`config.mk`:
```
export PLATFORM = sky130hd
export DESIGN_NAME = sysahb_uart_tx
export DESIGN_NICKNAME = d
export VERILOG_FILES = /design/src/rtl/sysahb_uart_pkg.sv /design/src/rtl/uart_tx_fifo.sv /design/src/rtl/sysahb_uart_tx.sv
export SDC_FILE = /design/constraint.sdc
export NUM_CORES = 1
export LEC_CHECK = 0
export CAP_MARGIN = 0
export CORE_MARGIN = 2
export CORE_UTILIZATION = 50
export DETAILED_ROUTE_END_ITERATION = 8
export PLACE_DENSITY = 0.85
export REMOVE_ABC_BUFFERS = 1
export SLEW_MARGIN = 0
export SYNTH_ARGS = -nofsm -noshare
export SYNTH_HDL_FRONTEND = slang
export SYNTH_SLANG_ARGS = --single-unit
```
`constraint.sdc`:
```
create_clock -name sys_clk -period 4 [get_ports sys_clk]
set_input_delay 0.8 -clock sys_clk [delete_from_list [all_inputs] [get_ports sys_clk]]
set_output_delay 0.8 -clock sys_clk [all_outputs]
set_load 0.01 [all_outputs]
```
`src/rtl/sysahb_uart_pkg.sv`:
```
// Shared definitions for the system-bus transmit UART: register offsets,
// STATUS/CTRL bit positions and the transmitter state encoding.
package sysahb_uart_pkg;

  // Word offsets decoded from haddr[3:2]
  localparam logic [1:0] REG_DATA   = 2'd0;
  localparam logic [1:0] REG_STATUS = 2'd1;
  localparam logic [1:0] REG_BAUD   = 2'd2;
  localparam logic [1:0] REG_CTRL   = 2'd3;

  // STATUS bit positions
  localparam int STAT_FULL      = 0;
  localparam int STAT_EMPTY     = 1;
  localparam int STAT_BUSY      = 2;
  localparam int STAT_OVF       = 3;
  localparam int STAT_COUNT_LSB = 8;

  // CTRL bit positions
  localparam int CTRL_TX_EN   = 0;
  localparam int CTRL_IRQ_EN  = 1;
  localparam int CTRL_PAR_EN  = 2;
  localparam int CTRL_PAR_ODD = 3;

  localparam int BAUD_W = 16;

  typedef enum logic [2:0] {
    ST_IDLE   = 3'd0,
    ST_START  = 3'd1,
    ST_DATA   = 3'd2,
    ST_PARITY = 3'd3,
    ST_STOP   = 3'd4
  } tx_state_e;

endpackage

```
`src/rtl/uart_tx_fifo.sv`:
```
// Synchronous TX byte FIFO. A push to a full FIFO is dropped (fullness is
// judged before any pop in the same cycle); head data is valid whenever the
// FIFO is not empty.
module uart_tx_fifo
  import sysahb_uart_pkg::*;
#(
  parameter int FIFO_DEPTH = 8,
  parameter int DATA_W     = 8
) (
  input  logic                        sys_clk,
  input  logic                        sys_resetn,
  input  logic                        push,
  input  logic [DATA_W-1:0]           push_data,
  input  logic                        pop,
  output logic [DATA_W-1:0]           head_data,
  output logic                        full,
  output logic                        empty,
  output logic [$clog2(FIFO_DEPTH):0] count
);

  localparam int AW = $clog2(FIFO_DEPTH);
  localparam int CW = AW + 1;
  localparam logic [CW-1:0] FULL_CNT = CW'(FIFO_DEPTH);

  logic [DATA_W-1:0] mem [FIFO_DEPTH];
  logic [AW-1:0]     wr_ptr_q;
  logic [AW-1:0]     rd_ptr_q;
  logic [CW-1:0]     count_q;
  logic              push_ok;
  logic              pop_ok;

  assign full      = (count_q == FULL_CNT);
  assign empty     = (count_q == '0);
  assign count     = count_q;
  assign push_ok   = push & ~full;
  assign pop_ok    = pop & ~empty;
  assign head_data = mem[rd_ptr_q];

  // Pointer and occupancy tracking; pointers wrap modulo the power-of-two depth
  always_ff @(posedge sys_clk) begin
    if (!sys_resetn) begin
      wr_ptr_q <= '0;
      rd_ptr_q <= '0;
      count_q  <= '0;
    end else begin
      if (push_ok) wr_ptr_q <= wr_ptr_q + 1'b1;
      if (pop_ok)  rd_ptr_q <= rd_ptr_q + 1'b1;
      case ({push_ok, pop_ok})
        2'b10:   count_q <= count_q + 1'b1;
        2'b01:   count_q <= count_q - 1'b1;
        default: count_q <= count_q;
      endcase
    end
  end

  // Storage array; contents need no reset since occupancy gates every read
  always_ff @(posedge sys_clk) begin
    if (push_ok) mem[wr_ptr_q] <= push_data;
  end

endmodule

```
`src/rtl/sysahb_uart_tx.sv`:
```
// Transmit-only 8N1 UART with an AHB-Lite slave port on the system bus.
// CPU writes to DATA are queued in uart_tx_fifo and shifted out LSB first on
// uart_txd; uart_irq signals "transmitter drained".
// Optional build macro UART_TX_PARITY_EN adds a parity bit (CTRL bit2 enable,
// bit3 odd); without it CTRL[3:2] read as zero.
module sysahb_uart_tx
  import sysahb_uart_pkg::*;
#(
  parameter int FIFO_DEPTH   = 8,
  parameter int BAUD_DIV_RST = 66
) (
  input  logic        sys_clk,
  input  logic        sys_resetn,
  input  logic        sysahb_hsel,
  input  logic [31:0] sysahb_haddr,
  input  logic [1:0]  sysahb_htrans,
  input  logic        sysahb_hwrite,
  input  logic [2:0]  sysahb_hsize,
  input  logic [31:0] sysahb_hwdata,
  output logic [31:0] sysahb_hrdata,
  output logic        sysahb_hready,
  output logic        sysahb_hresp,
  output logic        uart_txd,
  output logic        uart_irq
);

  localparam int CW = $clog2(FIFO_DEPTH) + 1;
  localparam logic [BAUD_W-1:0] BAUD_RST = BAUD_W'(BAUD_DIV_RST);

  // AHB data-phase stage
  logic              vld_p1;
  logic              write_p1;
  logic [1:0]        addr_p1;
  logic              wr_commit;

  // Programmer-visible registers
  logic [3:0]        ctrl_q;
  logic [BAUD_W-1:0] baud_q;
  logic              ovf_q;

  // Transmitter
  tx_state_e         state_q;
  tx_state_e         state_d;
  logic [BAUD_W-1:0] cnt_q;
  logic [BAUD_W-1:0] cnt_d;
  logic [2:0]        idx_q;
  logic [2:0]        idx_d;
  logic [7:0]        shift_q;
  logic [7:0]        shift_d;
  logic              txd_q;
  logic              txd_d;
  logic              irq_q;
  logic              load;
  logic              bit_end;

  // FIFO interface
  logic              fifo_push;
  logic              fifo_pop;
  logic              fifo_full;
  logic              fifo_empty;
  logic [7:0]        fifo_head;
  logic [CW-1:0]     fifo_count;

  logic [31:0]       status_word;
  logic [31:0]       rd_word;
  logic              unused_bits;

  assign unused_bits = ^{sysahb_haddr[31:4], sysahb_haddr[1:0], sysahb_htrans[0],
                         sysahb_hsize, sysahb_hwdata[31:16]};

  assign sysahb_hready = 1'b1;
  assign sysahb_hresp  = 1'b0;

  // ---- stage p0 -> p1: address phase accepted, captured for the data phase
  // Data-phase valid flag (control, reset)
  always_ff @(posedge sys_clk) begin
    if (!sys_resetn) vld_p1 <= 1'b0;
    else             vld_p1 <= sysahb_hsel & sysahb_htrans[1] & sysahb_hready;
  end

  // Data-phase address/direction (qualified by vld_p1, so no reset needed)
  always_ff @(posedge sys_clk) begin
    addr_p1  <= sysahb_haddr[3:2];
    write_p1 <= sysahb_hwrite;
  end

  assign wr_commit = vld_p1 & write_p1;
  assign fifo_push = wr_commit & (addr_p1 == REG_DATA);

  // ---- stage p1: write commit at the end of the data phase
  // Register writes; OVF sets on a dropped push and clears on write-1 to STATUS
  always_ff @(posedge sys_clk) begin
    if (!sys_resetn) begin
      ctrl_q <= '0;
      baud_q <= BAUD_RST;
      ovf_q  <= 1'b0;
    end else begin
      if (wr_commit && addr_p1 == REG_BAUD) baud_q <= sysahb_hwdata[BAUD_W-1:0];
      if (wr_commit && addr_p1 == REG_CTRL) begin
        ctrl_q[CTRL_IRQ_EN:CTRL_TX_EN] <= sysahb_hwdata[CTRL_IRQ_EN:CTRL_TX_EN];
`ifdef UART_TX_PARITY_EN
        ctrl_q[CTRL_PAR_ODD:CTRL_PAR_EN] <= sysahb_hwdata[CTRL_PAR_ODD:CTRL_PAR_EN];
`endif
      end
      if (fifo_push && fifo_full) begin
        ovf_q <= 1'b1;
      end else if (wr_commit && addr_p1 == REG_STATUS && sysahb_hwdata[STAT_OVF]) begin
        ovf_q <= 1'b0;
      end
    end
  end

  uart_tx_fifo #(
    .FIFO_DEPTH (FIFO_DEPTH),
    .DATA_W     (8)
  ) u_fifo (
    .sys_clk    (sys_clk),
    .sys_resetn (sys_resetn),
    .push       (fifo_push),
    .push_data  (sysahb_hwdata[7:0]),
    .pop        (fifo_pop),
    .head_data  (fifo_head),
    .full       (fifo_full),
    .empty      (fifo_empty),
    .count      (fifo_count)
  );

  // STATUS word assembly
  always_comb begin
    status_word                             = '0;
    status_word[STAT_FULL]                  = fifo_full;
    status_word[STAT_EMPTY]                 = fifo_empty;
    status_word[STAT_BUSY]                  = (state_q != ST_IDLE);
    status_word[STAT_OVF]                   = ovf_q;
    status_word[STAT_COUNT_LSB +: CW]       = fifo_count;
  end

  // Read mux driven from the latched address, zero outside a read data phase
  always_comb begin
    rd_word = '0;
    if (vld_p1 && !write_p1) begin
      case (addr_p1)
        REG_STATUS: rd_word = status_word;
        REG_BAUD:   rd_word = {{(32-BAUD_W){1'b0}}, baud_q};
        REG_CTRL:   rd_word = {28'h0, ctrl_q};
        default:    rd_word = '0;
      endcase
    end
  end

  assign sysahb_hrdata = rd_word;

`ifdef UART_TX_PARITY_EN
  logic par_en_q;
  logic par_bit_q;

  function automatic logic parity_of(input logic [7:0] data, input logic odd);
    return (^data) ^ odd;
  endfunction

  // Parity mode and bit are frozen per frame when the byte is popped
  always_ff @(posedge sys_clk) begin
    if (load) begin
      par_en_q  <= ctrl_q[CTRL_PAR_EN];
      par_bit_q <= parity_of(fifo_head, ctrl_q[CTRL_PAR_ODD]);
    end
  end
`endif

  // ---- stage p1 -> serial: transmit sequencing
  // Next-state logic; BAUD is sampled each time a new bit starts
  always_comb begin
    state_d = state_q;
    cnt_d   = cnt_q;
    idx_d   = idx_q;
    shift_d = shift_q;
    load    = 1'b0;
    txd_d   = 1'b1;
    bit_end = (cnt_q == '0);

    if (state_q != ST_IDLE && !bit_end) cnt_d = cnt_q - 1'b1;

    case (state_q)
      ST_IDLE: begin
        load = ctrl_q[CTRL_TX_EN] & ~fifo_empty;
      end
      ST_START: begin
        if (bit_end) begin
          state_d = ST_DATA;
          cnt_d   = baud_q;
          idx_d   = '0;
        end
      end
      ST_DATA: begin
        if (bit_end) begin
          cnt_d = baud_q;
          if (idx_q == 3'd7) begin
`ifdef UART_TX_PARITY_EN
            state_d = par_en_q ? ST_PARITY : ST_STOP;
`else
            state_d = ST_STOP;
`endif
          end else begin
            idx_d   = idx_q + 3'd1;
            shift_d = {1'b0, shift_q[7:1]};
          end
        end
      end
      ST_PARITY: begin
        if (bit_end) begin
          state_d = ST_STOP;
          cnt_d   = baud_q;
        end
      end
      ST_STOP: begin
        if (bit_end) begin
          if (ctrl_q[CTRL_TX_EN] && !fifo_empty) load    = 1'b1;
          else                                   state_d = ST_IDLE;
        end
      end
      default: state_d = ST_IDLE;
    endcase

    // Byte pop shared by IDLE start-up and STOP-to-START chaining
    if (load) begin
      state_d = ST_START;
      cnt_d   = baud_q;
      shift_d = fifo_head;
    end

    // Registered line level follows the state being entered
    case (state_d)
      ST_START:  txd_d = 1'b0;
      ST_DATA:   txd_d = shift_d[0];
`ifdef UART_TX_PARITY_EN
      ST_PARITY: txd_d = par_bit_q;
`endif
      default:   txd_d = 1'b1;
    endcase
  end

  assign fifo_pop = load;

  // Control state, line driver and interrupt (reset)
  always_ff @(posedge sys_clk) begin
    if (!sys_resetn) begin
      state_q <= ST_IDLE;
      txd_q   <= 1'b1;
      irq_q   <= 1'b0;
    end else begin
      state_q <= state_d;
      txd_q   <= txd_d;
      irq_q   <= ctrl_q[CTRL_IRQ_EN] & fifo_empty & (state_q == ST_IDLE);
    end
  end

  // Bit timer, bit index and shifter (always loaded before use)
  always_ff @(posedge sys_clk) begin
    cnt_q   <= cnt_d;
    idx_q   <= idx_d;
    shift_q <= shift_d;
  end

  assign uart_txd = txd_q;
  assign uart_irq = irq_q;

endmodule
```
# Word level (Yosys, flattened, before mapping)
# Memory sizes are Yosys's and may differ from the RTL's. A register that Yosys moved wholly into a read port is not among the register bits.
# Index checks and enable logic that the tools add are counted.
# word_totals
output_inout_bits	36
memories	1
wordCells	107
ram_bits	64
in_bits	73
ff_bits	65
# classes
n_reduce_logical	24
addsub	6
muxes	33
n_eq_ne	17
bitwise_logic	10
# memory_table
name	words	width	read_ports	rd_clocked_by_memory_dff	write_ports	line_no	rtl
u_fifo.mem	8	8	1	1	1	uart_tx_fifo.sv:25	logic [DATA_W-1:0] mem [FIFO_DEPTH];
# op_table
cell	count
$mux 16	5
$pmux 16 s3	1
$mux 3	12
$mux 8	4
$logic_not 16->1	1
$sub 16x1->16 const B	1
$pmux 3 s5	1
$reduce_bool 2->1	5
$add 3x1->3 const B	3
$eq 3x2->1 const B	3
$and 1x1->1	8
$logic_and 1x1->1	8
$pmux 4 s2	1
$eq 2x2->1 const B	3
$eq 3x1->1 const B	2
$eq 3x3->1 const B	2
$mux 1	6
$ne 2x2->1 const B	3
$pmux 3 s2	1
$add 4x1->4 const B	1
$eq 2x1->1 const B	2
$eq 4x4->1 const B	1
$logic_not 4->1	1
$pmux 1 s2	2
other kinds (10)	13

# Longest topological paths before layout
# logic_depth
depth_word	9
ltp_mapped	13
depth_no_buf	13

# By module
# A second synthesis with hierarchy kept.
# hier_totals
hier_cells	484
hier_area_um2	5889.4
# modules_own_cells
module	n_inst	area_per_inst_um2	seq_area_each_um2	cells_per_inst
uart_tx_fifo	1	3101.7	2182.1	167
sysahb_uart_tx	1	2787.7	1201.2	317

# Least setup slack after synthesis
# OpenSTA, ideal clock, no wires.
# synth_timing
path_type	reg-to-reg
from	reg cnt_q[7]
to	reg u_fifo.count_q[2], in the netlist u_fifo.count[2]
arrival_time_ns	2.944
path_buffers	1
required_ns	3.930
setup_slack_ns	0.986
setup_ns	0.070
synth_period_minus_slack_ns	3.014
path_stages_with_launch	13
path_cell_list	dfxtp_1 -> or4_1 -> buf_2 -> o41ai_1 -> nand2b_1 -> inv_1 -> ha_1 -> xor2_1 -> ha_1 -> a21oi_1 -> xor2_1 -> or3_1 -> a21oi_1
# synth_between
elab_chain_cells	6
elab_cells_between_ends	8
classes_between	eq/ne: 2; mux: 3; bitwise: 1; reduce/logical: 2
# synth_lines
item	line_no	rtl
start: declaration	sysahb_uart_tx.sv:44	logic [BAUD_W-1:0] cnt_q;
start signal: assignment	sysahb_uart_tx.sv:259	cnt_q <= cnt_d;
$logic_not 16->1 (*)	sysahb_uart_tx.sv:179	bit_end = (cnt_q == '0);
$mux 1 (*)	sysahb_uart_tx.sv:216	if (bit_end) begin
$pmux 1 s2 (*)	sysahb_uart_tx.sv:183	case (state_q)
$and 1x1->1 (*)	uart_tx_fifo.sv:36	assign pop_ok = pop & ~empty;
$eq 2x1->1 or $eq 2x2->1 (tied branches)	uart_tx_fifo.sv:48	case ({push_ok, pop_ok})
$pmux 4 s2 or $reduce_bool 2->1 (tied branches)	-	
end signal: assignment	uart_tx_fifo.sv:49	2'b10: count_q <= count_q + 1'b1;
end signal: assignment	uart_tx_fifo.sv:50	2'b01: count_q <= count_q - 1'b1;
end signal: assignment	uart_tx_fifo.sv:51	default: count_q <= count_q;
end: declaration	uart_tx_fifo.sv:28	logic [CW-1:0] count_q;
# Mark *: on every way between the ends. The rest lies on a longest branch, timed or not.
# A chain may end at the register's enable or synchronous reset.

# Final worst setup path
# layout_timing
from	reg cnt_q[7]
to	reg u_fifo.count_q[3], in the netlist u_fifo.count[3]
# The elaborated chain is that of the path after synthesis.

==> impl_metrics.tcl <==
set metrics [dict create \
    finalHoldViolCount 0 \
    ys.flop_type "edfxtp_1" \
    synth_top_family_by_area "simple AND/OR/NAND/NOR gates" \
    cp_max_fo 6 \
    ant_nets 0 \
    yosysUniqueCellTypes 49 \
    drc 0 \
    synth_compound_area_share_pct 5.71 \
    clk_latency_ns 0.41 \
    finalSetupViolations 0 \
    diodes 0 \
    row_count 39 \
    die-area_um2 12500 \
    cp.arrival_ns 3.88 \
    grt_usage_pct 19.9 \
    grt_pass1_vias 3832 \
    port-buffer-count 40 \
    vias 3792 \
    avgSynthCellArea_um2 12.3 \
    critPathLaunchType "register" \
    cts_setup_buffers 0 \
    cts-resized-gates 0 \
    p_int_mw 2.52 \
    p_comb_share_pct 4.7 \
    slew-limit-headroom_pct 30.7 \
    power_frac_clock_pct 48.1 \
    drtIter0Drc 282 \
    cts_buffer_depth 2 \
    synthAdderAreaFrac_pct 1.72 \
    synth_area_um2 5830 \
    muxShareOfSynthArea_pct 12.7 \
    core_um2 11400 \
    die_h_um 112 \
    rsz0062_at_grt "no" \
    criticalPathCategory "reg2reg" \
    cts_root_buf "clkbuf_16" \
    max_freq_mhz 282 \
    grt_first_pass_wirelength_um 19300 \
    clock-sinks 132 \
    gr-total-overflow 0 \
    worst_clock_skew_ns 0.00652 \
    htree_levels 4 \
    numCtsBuffers 17 \
    p_leak_nw 2.43 \
    synth-simple-area-share_pct 14.1 \
    seq_area_frac_synth_pct 58.0 \
    cts.reportedPaths.clkPinSlew_ns 0.05 \
    hpwlAfterDp_um 7840 \
    synth_warnings 0 \
    ios 109 \
    maxCapViolCount 0 \
    n_fill_cell 838 \
    antenna_found_initial 0 \
    via_per_inst 5.63 \
    grt_max_degree 30 \
    hold_slack_ns 0.479 \
    initial_core_util_pct 51.1 \
    period_minus_slack_ns 3.55 \
    drt-pass1-iter-count 5 \
    ys_async_sr_fraction_pct 0 \
    outcome "finished clean" \
    cp-end-kind "register" \
    synthXorXnorAreaFrac_pct 2.85 \
    worstMarginPinSlew_ns 1.04 \
    syn_to_final_growth_pct 17.9 \
    pwr_density_cell_nw_per_um2 458 \
    synthCells 476 \
    fin_tns_setup_ns 0 \
    ys_seq_elements 132 \
    p_sw_mw 0.632 \
    holdCritPathClass "reg2reg" \
    vdd_ir_drop_max_mv 0.337 \
    cts_tree "done" \
    dieWidth_um 112 \
    layout-drive-gt1-share_pct 14.5 \
    place_congestion 0.801 \
    timing.final.crit_share_pct 88.7 \
    final_area_um2 6880 \
    placed_area_um2 6290 \
    power_frac_seq_pct 47.2 \
    nNetsFinal 599 \
    swShare_pct 20.1 \
    required_ns 4.33 \
    synth_edf_count 74 \
    slew_viol_final 0 \
    drt-total-wl_um 11900 \
    holdBufCountCts 0 \
    wl_per_cell_um 17.6 \
]
## power by group through the flow
stage	combinational, mW	sequential, mW	clock [mW]
after floorplan	0.0896	1.50	0
after global placement	0.133	1.51	0
after detailed placement	0.144	1.51	0
after CTS	0.146	1.48	1.53
after global routing	0.161	1.49	1.59
final	0.148	1.49	1.51
## registers in the layout, indices dropped and copies added, names as in the netlist, 2 cells and up, named ones only
name and cells:
baud_q 16, u_fifo.count 4, shift_q 8, addr_p1 2
u_fifo.rd_ptr_q 3, ctrl_q 2, u_fifo.mem 64, cnt_q 16
state_q 3, idx_q 3, u_fifo.wr_ptr_q 3
## synthesized netlist by cell type (all sizes together), types with 2 or more instances
master   n  share of area (%)
xnor2   12                1.8
and2    12                1.3
inv      7               0.45
xor2     7                1.1
o31ai    2               0.26
a21oi   21                1.8
nor4bb   2               0.34
dfxtp   58                 20
edfxtp  74                 38
or2      2               0.21
conb     2               0.13
nor3    11               0.94
mux2    20                4.5
mux4    16                6.2
clkbuf  17                1.1
nor4     5               0.79
nand2   54                3.5
and3     2               0.21
mux2i   12                2.1
nor2b    4               0.43
or4      5               0.71
nand4    3               0.32
o21a     2               0.26
o21ai   14                1.2
ha       8                1.7
or3      8               0.86
a22oi    8                1.0
o41ai    2               0.30
nor2    33                2.1
nand2b   7               0.75
nand3b   2               0.26
nand3    8               0.69
nand4b   2               0.30
buf     25                3.2
o31a     2               0.30
## through the flow
step	utilization (%)	total power, mW	worst slack [ns]	std cells
finish	60.2	3.15	0.452	674
global route	60.2	3.24	0.221	674
CTS	60.2	3.16	0.494	674
detailed placement	55.1	1.65	0.556	642
global placement	55.1	1.64	0.729	642
floorplan	-	1.59	0.792	450
## area by class of cell
class | instances | area [um^2] | area share (%)
Timing Repair Buffer | 49 | 468 | 6.81
Tap cell | 143 | 179 | 2.60
Multi-Input combinational cell | 311 | 2230 | 32.5
Clock buffer | 20 | 447 | 6.50
Clock inverter | 12 | 138 | 2.00
Sequential cell | 132 | 3380 | 49.2
Inverter | 7 | 26.3 | 0.382
## worst max-delay path, stage by stage, from the launching register on
cell      delay (ns)
dfxtp_1         0.35
or4_1           0.67
o41ai_1         0.69
nand2b_1        0.15
inv_1           0.22
ha_1            0.30
nor4bb_1        0.38
a21oi_1         0.08
o21a_1          0.19
or3_1           0.30
a21oi_1         0.13
## final timing paths
path,start,to,slack (ns),cells past startpoint
max,cnt_q[7],u_fifo.count[3],0.45,10
min,baud_q[3],baud_q[3],0.48,2
max reg2reg,cnt_q[7],u_fifo.count[3],0.45,10
min reg2reg,baud_q[3],baud_q[3],0.48,2
## metal layers
layer / wire [um] / global-route usage, % / vias up
met4: 294 / 8.78 / 0
li1: - / - / 1780
met2: 6140 / 33.0 / 140
met1: 4750 / 24.4 / 1847
met3: 687 / 5.83 / 25
met5: 0 / 0 / -
## cell usage in the layout (no fill, tap or decap), drive strengths merged, types with 9 or more instances in the layout
cell / instances
edfxtp: 74
dfxtp: 58
nand2: 54
clkdlybuf4s50: 40
nor2: 33
a21oi: 21
clkbuf: 20
mux2: 20
conb: 18
mux4: 16
o21ai: 14
xnor2: 12
mux2i: 12
and2: 12
nor3: 11
buf: 9
clkinv: 9
## cell families after synthesis
kind of cell    after synthesis
compound gates               55
xor+xnor                     19
fa+ha+maj                     8
buf+inv                      49
flops                       132
mux                          48
other cells                   2
simple gates                163
Note: power is estimated with default switching activity, not from simulation.
